## src/rtl/ibex_mem_req_arbiter.sv

```systemverilog
// ibex_mem_req_arbiter: round-robin merge of NUM_CH req/gnt/rvalid ports.
// Ports: clk_i, rst_ni; ch_* upstream (packed per channel), out_* downstream,
// spurious_rsp_o (sticky, only with IBEX_MEM_ARB_SPURIOUS_CHK_EN defined).
module ibex_mem_req_arbiter #(
  parameter int unsigned NUM_CH          = 2,
  parameter int unsigned ADDR_WIDTH      = 32,
  parameter int unsigned DATA_WIDTH      = 32,
  parameter int unsigned INTG_WIDTH      = 7,
  parameter int unsigned MAX_OUTSTANDING = 4
) (
  input  logic                         clk_i,
  input  logic                         rst_ni,
  input  logic [NUM_CH-1:0]            ch_req_i,
  output logic [NUM_CH-1:0]            ch_gnt_o,
  input  logic [NUM_CH*ADDR_WIDTH-1:0] ch_addr_i,
  input  logic [NUM_CH-1:0]            ch_we_i,
  input  logic [NUM_CH*DATA_WIDTH/8-1:0] ch_be_i,
  input  logic [NUM_CH*DATA_WIDTH-1:0] ch_wdata_i,
  input  logic [NUM_CH*INTG_WIDTH-1:0] ch_wintg_i,
  output logic [NUM_CH-1:0]            ch_rvalid_o,
  output logic [DATA_WIDTH-1:0]        ch_rdata_o,
  output logic [INTG_WIDTH-1:0]        ch_rintg_o,
  output logic                         ch_err_o,
  output logic                         out_req_o,
  input  logic                         out_gnt_i,
  output logic [ADDR_WIDTH-1:0]        out_addr_o,
  output logic                         out_we_o,
  output logic [DATA_WIDTH/8-1:0]      out_be_o,
  output logic [DATA_WIDTH-1:0]        out_wdata_o,
  output logic [INTG_WIDTH-1:0]        out_wintg_o,
  input  logic                         out_rvalid_i,
  input  logic [DATA_WIDTH-1:0]        out_rdata_i,
  input  logic [INTG_WIDTH-1:0]        out_rintg_i,
  input  logic                         out_err_i,
  output logic                         spurious_rsp_o
);

  localparam int unsigned BW = DATA_WIDTH / 8;
  localparam int unsigned CW = $clog2(NUM_CH);
  localparam int unsigned PW =
    (MAX_OUTSTANDING > 1) ? $clog2(MAX_OUTSTANDING) : 1;
  localparam int unsigned OW = $clog2(MAX_OUTSTANDING + 1);

  typedef enum logic {
    IDLE,
    LOCKED
  } state_e;

  state_e        state_q, state_d;
  logic [CW-1:0] lock_ch_q, lock_ch_d;
  logic [CW-1:0] rr_q, rr_d;
  logic [CW-1:0] rr_sel, sel;
  logic          any_req;

  logic [CW-1:0] id_q [MAX_OUTSTANDING];
  logic [PW-1:0] wptr_q, rptr_q;
  logic [OW-1:0] cnt_q;
  logic          full, empty, push, pop;

  function automatic logic [PW-1:0] ptr_inc(
    input logic [PW-1:0] p
  );
    return (p == PW'(MAX_OUTSTANDING - 1)) ? '0 : p + 1'b1;
  endfunction

  assign full  = (cnt_q == OW'(MAX_OUTSTANDING));
  assign empty = (cnt_q == '0);

  // First requester at or after the rr pointer, wrapping.
  always_comb begin
    int unsigned   idx;
    logic [CW-1:0] cidx;
    rr_sel  = rr_q;
    any_req = 1'b0;
    idx     = 0;
    cidx    = '0;
    for (int unsigned i = 0; i < NUM_CH; i++) begin
      idx  = (int'(rr_q) + i) % NUM_CH;
      cidx = CW'(idx);
      if (!any_req && ch_req_i[cidx]) begin
        any_req = 1'b1;
        rr_sel  = cidx;
      end
    end
  end

  always_comb begin
    state_d   = state_q;
    lock_ch_d = lock_ch_q;
    rr_d      = rr_q;
    sel       = rr_sel;
    out_req_o = 1'b0;
    ch_gnt_o  = '0;
    push      = 1'b0;
    unique case (state_q)
      IDLE: begin
        sel       = rr_sel;
        out_req_o = any_req & ~full;
      end
      LOCKED: begin
        // Held until grant even if upstream drops req.
        sel       = lock_ch_q;
        out_req_o = 1'b1;
      end
    endcase
    if (out_req_o) begin
      if (out_gnt_i) begin
        push          = 1'b1;
        ch_gnt_o[sel] = 1'b1;
        rr_d          = (sel == CW'(NUM_CH - 1)) ? '0 : sel + 1'b1;
        state_d       = IDLE;
      end else begin
        state_d   = LOCKED;
        lock_ch_d = sel;
      end
    end
  end

  always_comb begin
    out_addr_o  = ch_addr_i[int'(sel)*ADDR_WIDTH +: ADDR_WIDTH];
    out_we_o    = ch_we_i[sel];
    out_be_o    = ch_be_i[int'(sel)*BW +: BW];
    out_wdata_o = ch_wdata_i[int'(sel)*DATA_WIDTH +: DATA_WIDTH];
    out_wintg_o = ch_wintg_i[int'(sel)*INTG_WIDTH +: INTG_WIDTH];
  end

  // A same-cycle push is not visible here: pop needs an older entry.
  assign pop = out_rvalid_i & ~empty;

  always_comb begin
    ch_rvalid_o = '0;
    if (pop) ch_rvalid_o[id_q[rptr_q]] = 1'b1;
  end

  assign ch_rdata_o = out_rdata_i;
  assign ch_rintg_o = out_rintg_i;
  assign ch_err_o   = out_err_i;

  always_ff @(posedge clk_i or negedge rst_ni) begin
    if (!rst_ni) begin
      state_q   <= IDLE;
      lock_ch_q <= '0;
      rr_q      <= '0;
      wptr_q    <= '0;
      rptr_q    <= '0;
      cnt_q     <= '0;
      for (int i = 0; i < int'(MAX_OUTSTANDING); i++) id_q[i] <= '0;
    end else begin
      state_q   <= state_d;
      lock_ch_q <= lock_ch_d;
      rr_q      <= rr_d;
      if (push) begin
        id_q[wptr_q] <= sel;
        wptr_q       <= ptr_inc(wptr_q);
      end
      if (pop) rptr_q <= ptr_inc(rptr_q);
      unique case ({push, pop})
        2'b10:   cnt_q <= cnt_q + 1'b1;
        2'b01:   cnt_q <= cnt_q - 1'b1;
        default: cnt_q <= cnt_q;
      endcase
    end
  end

`ifdef IBEX_MEM_ARB_SPURIOUS_CHK_EN
  logic spur_q;

  always_ff @(posedge clk_i or negedge rst_ni) begin
    if (!rst_ni) spur_q <= 1'b0;
    else if (out_rvalid_i && empty) spur_q <= 1'b1;
  end

  assign spurious_rsp_o = spur_q;

  spurious_rsp_a: assert property (
    @(posedge clk_i) disable iff (!rst_ni)
    !(out_rvalid_i && empty)
  ) else $error("rvalid with no outstanding request");
`else
  assign spurious_rsp_o = 1'b0;
`endif

endmodule
```

## config.mk

```make
export PLATFORM = sky130hd
export DESIGN_NAME = ibex_mem_req_arbiter
export DESIGN_NICKNAME = d
export VERILOG_FILES = /design/src/rtl/ibex_mem_req_arbiter.sv
export SDC_FILE = /design/constraint.sdc
export NUM_CORES = 1
export LEC_CHECK = 0
export CAP_MARGIN = 10
export CELL_PAD_IN_SITES_DETAIL_PLACEMENT = 0
export CELL_PAD_IN_SITES_GLOBAL_PLACEMENT = 1
export CORE_MARGIN = 4
export CORE_UTILIZATION = 14
export DETAILED_ROUTE_END_ITERATION = 8
export PLACE_DENSITY = 0.88
export SLEW_MARGIN = 0
export SYNTH_ARGS = -nofsm -noshare
export SYNTH_HDL_FRONTEND = slang
export SYNTH_SLANG_ARGS = --single-unit
```

## constraint.sdc

```tcl
create_clock -name clk_i -period 2.85 [get_ports clk_i]
set_input_delay 0.57 -clock clk_i [delete_from_list [all_inputs] [get_ports clk_i]]
set_output_delay 0.57 -clock clk_i [all_outputs]
set_load 0.005 [all_outputs]
```

## Word-level counts from Yosys, hierarchy flattened

Index checks and enable logic that the tools add are counted.

| cells by class | value |
|---|---|
| bitwise operators | 8 |
| equality and inequality tests | 5 |
| reduce and logical (&&, ||, !) cells | 9 |
| add/sub/neg operators | 6 |
| $mul | 1 |
| order comparisons | 9 |
| mux-type cells | 31 |
| shifts and indexed selects | 4 |

Operator list:

| cell | count |
|---|---|
| variable part select 64 x 7 -> 32 bit | 2 |
| two-way mux 1 bit | 18 |
| variable part select 14 x 5 -> 7 bit | 1 |
| two-way mux 2 bit | 5 |
| less-than comparator 1 x 2 -> 1 bit, second input constant | 4 |
| variable part select 8 x 4 -> 4 bit | 1 |
| == test 2 bit, second input constant | 3 |
| >= comparator 3 bit, second input constant | 2 |
| NOT 2 -> 3 bit | 2 |
| one-hot mux 3 bit (2 select lines) | 1 |
| adder 2 x 1 -> 2 bit, second input constant | 2 |
| bitwise mux 4 bit | 1 |
| logical AND 1 bit | 4 |
| multiplier 1 x 3 -> 4 bit, second input constant | 1 |
| NOT 1 bit | 4 |
| one-hot mux 1 bit (2 select lines) | 2 |
| AND reduction 2 bit | 2 |
| adder 3 x 1 -> 3 bit, second input constant | 1 |
| == test 3 bit, second input constant | 1 |
| logical NOT 3 bit | 1 |
| less-than comparator 3 x 1 -> 1 bit, second input constant | 1 |
| subtractor 3 x 1 -> 3 bit, second input constant | 1 |
| adder 1 bit, second input constant | 2 |
| bitwise AND 1 bit | 2 |
| 7 further kinds | 9 |

| word-level totals | value |
|---|---|
| output and inout port bits | 122 |
| bits in registers | 14 |
| word-level logic and storage cells | 83 |
| bits of input ports | 198 |

## Longest topological paths before layout

| depth | value |
|---|---|
| word-level depth | 13 |
| depth in mapped cells | 10 |
| gate-level depth less buffers | 9 |

## Worst setup path before layout

No wires, ideal clock.

| timing path | value |
|---|---|
| kind | reg2reg |
| start point | reg cnt_q[0] |
| end point | reg cnt_q[2] |
| setup time | 79 ps |
| required time | 2,771 ps |
| slack | 534 ps |
| data arrival time | 2,237 ps |
| cell stages (with the launch flop) | 11 |
| period minus slack after synthesis | 2,316 ps |
| path buffers | 1 |
| cell sequence | dfrtp_1 -> nor4b_1 -> nor3b_2 -> buf_2 -> inv_1 -> ha_1 -> inv_1 -> fa_1 -> xor2_1 -> nor2_1 -> xor2_1 |

| on the way | value |
|---|---|
| word-level cells in the longest chain between the ends | 7 |

Ends and longest elaborated chain:

| item | line | text |
|---|---|---|
| start, declared | 57 | `logic [OW-1:0] cnt_q;` |
| start signal, assigned | 158 | `2'b10: cnt_q <= cnt_q + 1'b1;` |
| start signal, assigned | 159 | `2'b01: cnt_q <= cnt_q - 1'b1;` |
| start signal, assigned | 160 | `default: cnt_q <= cnt_q;` |
| == test 3 bit | 66 | `assign full = (cnt_q == OW'(MAX_OUTSTANDING));` |
| NOT 1 bit | 98 | `out_req_o = any_req & ~full;` |
| bitwise AND 1 bit | 98 |  |
| one-hot mux 1 bit (2 select lines) | 95 | `unique case (state_q)` |
| two-way mux 1 bit | 106 | `if (out_req_o) begin` |
| == test 2 x 1 -> 1 bit or == test 2 bit (tied branches) | 157 | `unique case ({push, pop})` |
| one-hot mux 3 bit (2 select lines) or nonzero test 2 bit (tied branches) | - |  |

Several ways; a longest one is shown, not always the timed one.
A chain may end at the register's enable or synchronous reset.

## Final worst setup path

| timing path | value |
|---|---|
| start point | in ch_req_i[0] |
| end point | out out_addr_o[22] |

| on the way | value |
|---|---|
| word-level cells in the longest chain between the ends | 8 |

Ends and longest elaborated chain:

| item | line | text |
|---|---|---|
| start, declared | 13 | `input logic [NUM_CH-1:0] ch_req_i,` |
| two-way mux 1 bit (implied by the code) (2 in series) | 80 | `if (!any_req && ch_req_i[cidx]) begin` |
| two-way mux 1 bit | 80 |  |
| logical NOT 1 bit | 80 |  |
| logical AND 1 bit (*) | 80 |  |
| two-way mux 1 bit (*) | 80 |  |
| one-hot mux 1 bit (2 select lines) (*) | 95 |  |
| variable part select 64 x 7 -> 32 bit (*) | 120 | `out_addr_o = ch_addr_i[int'(sel)*ADDR_WIDTH +: ADDR_WIDTH];` |
| end, declared | 26 | `output logic [ADDR_WIDTH-1:0] out_addr_o,` |

Mark *: on every way between the ends. The rest lies on a longest branch, timed or not. The select of a mux whose other input is x is not followed.

==> results.yml <==
worst_setup_path:
  path_common_cell: "buf_12"
  worstPathMaxFanout: 8
  max_stage_delay_ps: 300
  endpoint_kind: "output pin"
  path_cells: "clkbuf_2, inv_1, maj3_2, mux2i_4, buf_12, buf_12, buf_8, mux2_4, dlygate4sd2_1"
  crit_type: "in2out"
  crit_required_ps: 2280
  crit_buf_inv: 6
  arrival_ps: 2200
  cp_slowest_cell: "maj3_2"
  cp_top_family: "buffers and inverters"
  cp-start-kind: "primary input"
detailed_routing:
  ant_nets: 0
  route.met3.wl_um: 1468
  drt_iter0_drc: 84
  routed_via_density: 3.933
  drc_errors: 0
  routed-wl-met2_um: 5614
  highest_layer: "met4"
  wl_met1_um: 5576
  wl_um: 12760
  firstDrtPassIters: 4
  vias: 2348
  wire_per_inst_um: 21.38
logic_synthesis:
  seq_area_frac_synth_pct: 17.48
  synth_edf_count: 0
  avgSynthCellArea_um2: 10.39
  synth_warnings: 0
  ys_ff_latch: 14
  synthTopCellsByCount: "52 x mux2_1, 42 x buf_4, 27 x mux2_2, 14 x dfrtp_1, 8 x inv_1"
  synth_ff_type: "dfrtp_1"
  yosysTopAreaCell: "mux2_1"
  ys_types: 28
  yosys.area.top_type_share_pct: 29.21
  yosysMostFrequentCell: "mux2_1"
  syn_area_mm2: 0.002004
  synth_area_leaders: "mux2_1 29%, dfrtp_1 17%, buf_4 16%"
  synth_compound_gate_area_share_pct: 3.496
  synth-adder-area-share_pct: 5.306
  syn-num-nets: 398
  synthXorXnorAreaFrac_pct: 1.311
  synth_mux_area_share_pct: 47.13
  synth_top_family_by_area: "multiplexers"
  syn_inst: 193
  async_flop_share_pct: 100.0
  yosys.area_share.simple_pct: 3.745
clocking:
  cts.reportedPaths.clkPinSlew_ps: 50
  cts_tree: "done"
  clkSinkCount: 14
  clk_latency_ps: 240
  postCtsHoldBufs: 0
  root_buffer: "clkbuf_16"
  htreeDepth: 1
  numCtsBuffers: 3
  clk_path_buf_depth: 2
timing:
  period_minus_slack_ps: 2766
  drv_slew: 0
  hold_viol: 0
  holdWs_ps: 492.3
  max_freq_mhz: 361.5
  slew_headroom_pct: 48.90
  setup_viol: 0
  tightest_slew_ps: 760.0
  min_period_over_period_pct: 97.06
  rsz0062_at_grt: "false"
  setup_slack_ps: 83.89
  skew_ps: 1.112
pwr:
  vdd_ir_drop_max_mv: 0.4972
  power.density_mw_per_mm2: 717.4
  clkPwrFrac_pct: 8.2
  swShare_pct: 33.62
  power_w: 0.003515
  p_int_w: 0.002333
  p_leak_nw: 2.121
  seqPwrFrac_pct: 10.8
  switchingPower_w: 0.001182
  power_frac_comb_pct: 81.0
hold_path:
  hp-class: "reg2reg"
global_routing:
  grt_overflow: 0
  grt_pass1_vias: 2579
  grt_usage_pct: 14.06
  grt_max_degree: 15
  grt_pass1_wl_um: 17150
  antenna_found_initial: 0
placed_design:
  dpl_cell_area_mm2: 0.004324
  place_inst: 573
  dp_hpwl_um: 10170
  post-place-ws_ps: -633.1
  gp_congestion: 0.9167
  io_buffers: 238
floorplan:
  initial_core_util_pct: 14.38
  die_x_um: 127.7
  die-area_mm2: 0.01630
  die_h_um: 127.7
  ios: 320
  coreArea_mm2: 0.01393
  placement_rows: 43
layout:
  finalNetCount: 623
  fillers: 1360
  drive_gt1_share_pct: 37.89
  insertedDiodeCount: 0
  fin_area_mm2: 0.004900
  finalNonFillerCells: 597
  areaGrowthSynthToFinish_pct: 144.4
flow_run:
  max-cap-violations: 0
status:
  outcome: "finished clean"
[worst register-to-register path, cell delays in order, from the launching register on]
cell and delay, ps:
dfrtp_1 410, nor4b_1 600, nor3b_2 140, inv_1 110, ha_1 180, inv_1 60, fa_1 370, xor2_1 150
nor2_1 130, xor2_1 150
[stage by stage]
stage	TNS, ps	utilization, %
after floorplan	0	-
after detailed placement	-39030	31.03
final	0	35.16
after global routing	0	35.16
after global placement	-38580	31.03
after CTS	-361.9	34.99
[per-layer routing]
layer	up-vias	global-route usage [%]
li1	1083	-
met1	1100	19.22
met2	159	21.46
met3	6	6.042
met4	0	1.311
met5	-	0
[cell families after synthesis]
family / Yosys count
muxes: 82
adders and majority gates: 8
buffers and inverters: 59
AOI/OAI and AO/OA: 12
DFF: 14
and+or+nand+nor: 14
xor gates and xnor gates: 3
other: 1
[repair_timing]
action,4_1_cts,5_1_grt
gates cloned,6,0
endpoints found under the setup margin,78,69
endpoints found under the hold margin,0,0
pin swaps,1,1
gates resized for setup,317,17
setup buffers,14,0
[final cells by class]
class                           count  area (um^2)  share of cell area, %
Clock buffer                        4        88.84                  1.813
Tap cell                          180        225.2                  4.597
Sequential cell                    14        350.3                  7.150
Timing Repair Buffer              271         2833                  57.81
Multi-Input combinational cell    120         1373                  28.01
Inverter                            8        30.03                 0.6129
[final timing paths]
| check | start | slack, ps | depth (start not counted) | to |
|---|---|---|---|---|
| max in group asynchronous | rst_ni | 1690 | 1 | cnt_q[2] |
| worst max register to register | cnt_q[0] | 470 | 9 | cnt_q[2] |
| worst min register to register | cnt_q[2] | 490 | 1 | cnt_q[2] |
| min in group asynchronous | rst_ni | 740 | 1 | cnt_q[1] |
| worst max-delay path | ch_req_i[0] | 80 | 9 | out_addr_o[22] |
| worst min-delay path | cnt_q[2] | 490 | 1 | cnt_q[2] |
[placed cells by master (no fill, tap or decap), types with 2 or more instances in the layout]
cell type        instances
a21oi_1                  5
a31oi_1                  4
buf_12                   9
buf_16                   5
buf_2                   23
buf_4                    9
buf_6                   12
buf_8                    6
clkbuf_16                3
clkbuf_2                 2
clkdlybuf4s15_1         22
clkdlybuf4s15_2         21
clkdlybuf4s50_1        158
dfrtp_1                 14
dlygate4sd2_1            3
ha_1                     6
inv_1                    8
mux2_1                  17
mux2_2                  23
mux2_4                  39
nor2_1                   6
nor3_1                   3
xor2_1                   2
[power groups by stage]
stage          sequential (W)  combinational, W  clock (W)
6_report             0.000380           0.00285   0.000289
5_1_grt              0.000395           0.00302   0.000306
4_1_cts              0.000382           0.00284   0.000297
3_5_place_dp         0.000384           0.00214          0
3_3_place_gp         0.000376           0.00210          0
2_1_floorplan        0.000363           0.00101          0
[flip-flops by register name, indices dropped and copies added, names as in the netlist]
name and flops:
rr_q 1, wptr_q 2, cnt_q 3, lock_ch_q 1, state_q 1, id_q 4
rptr_q 2
Note: power is estimated with default switching activity, not from simulation.
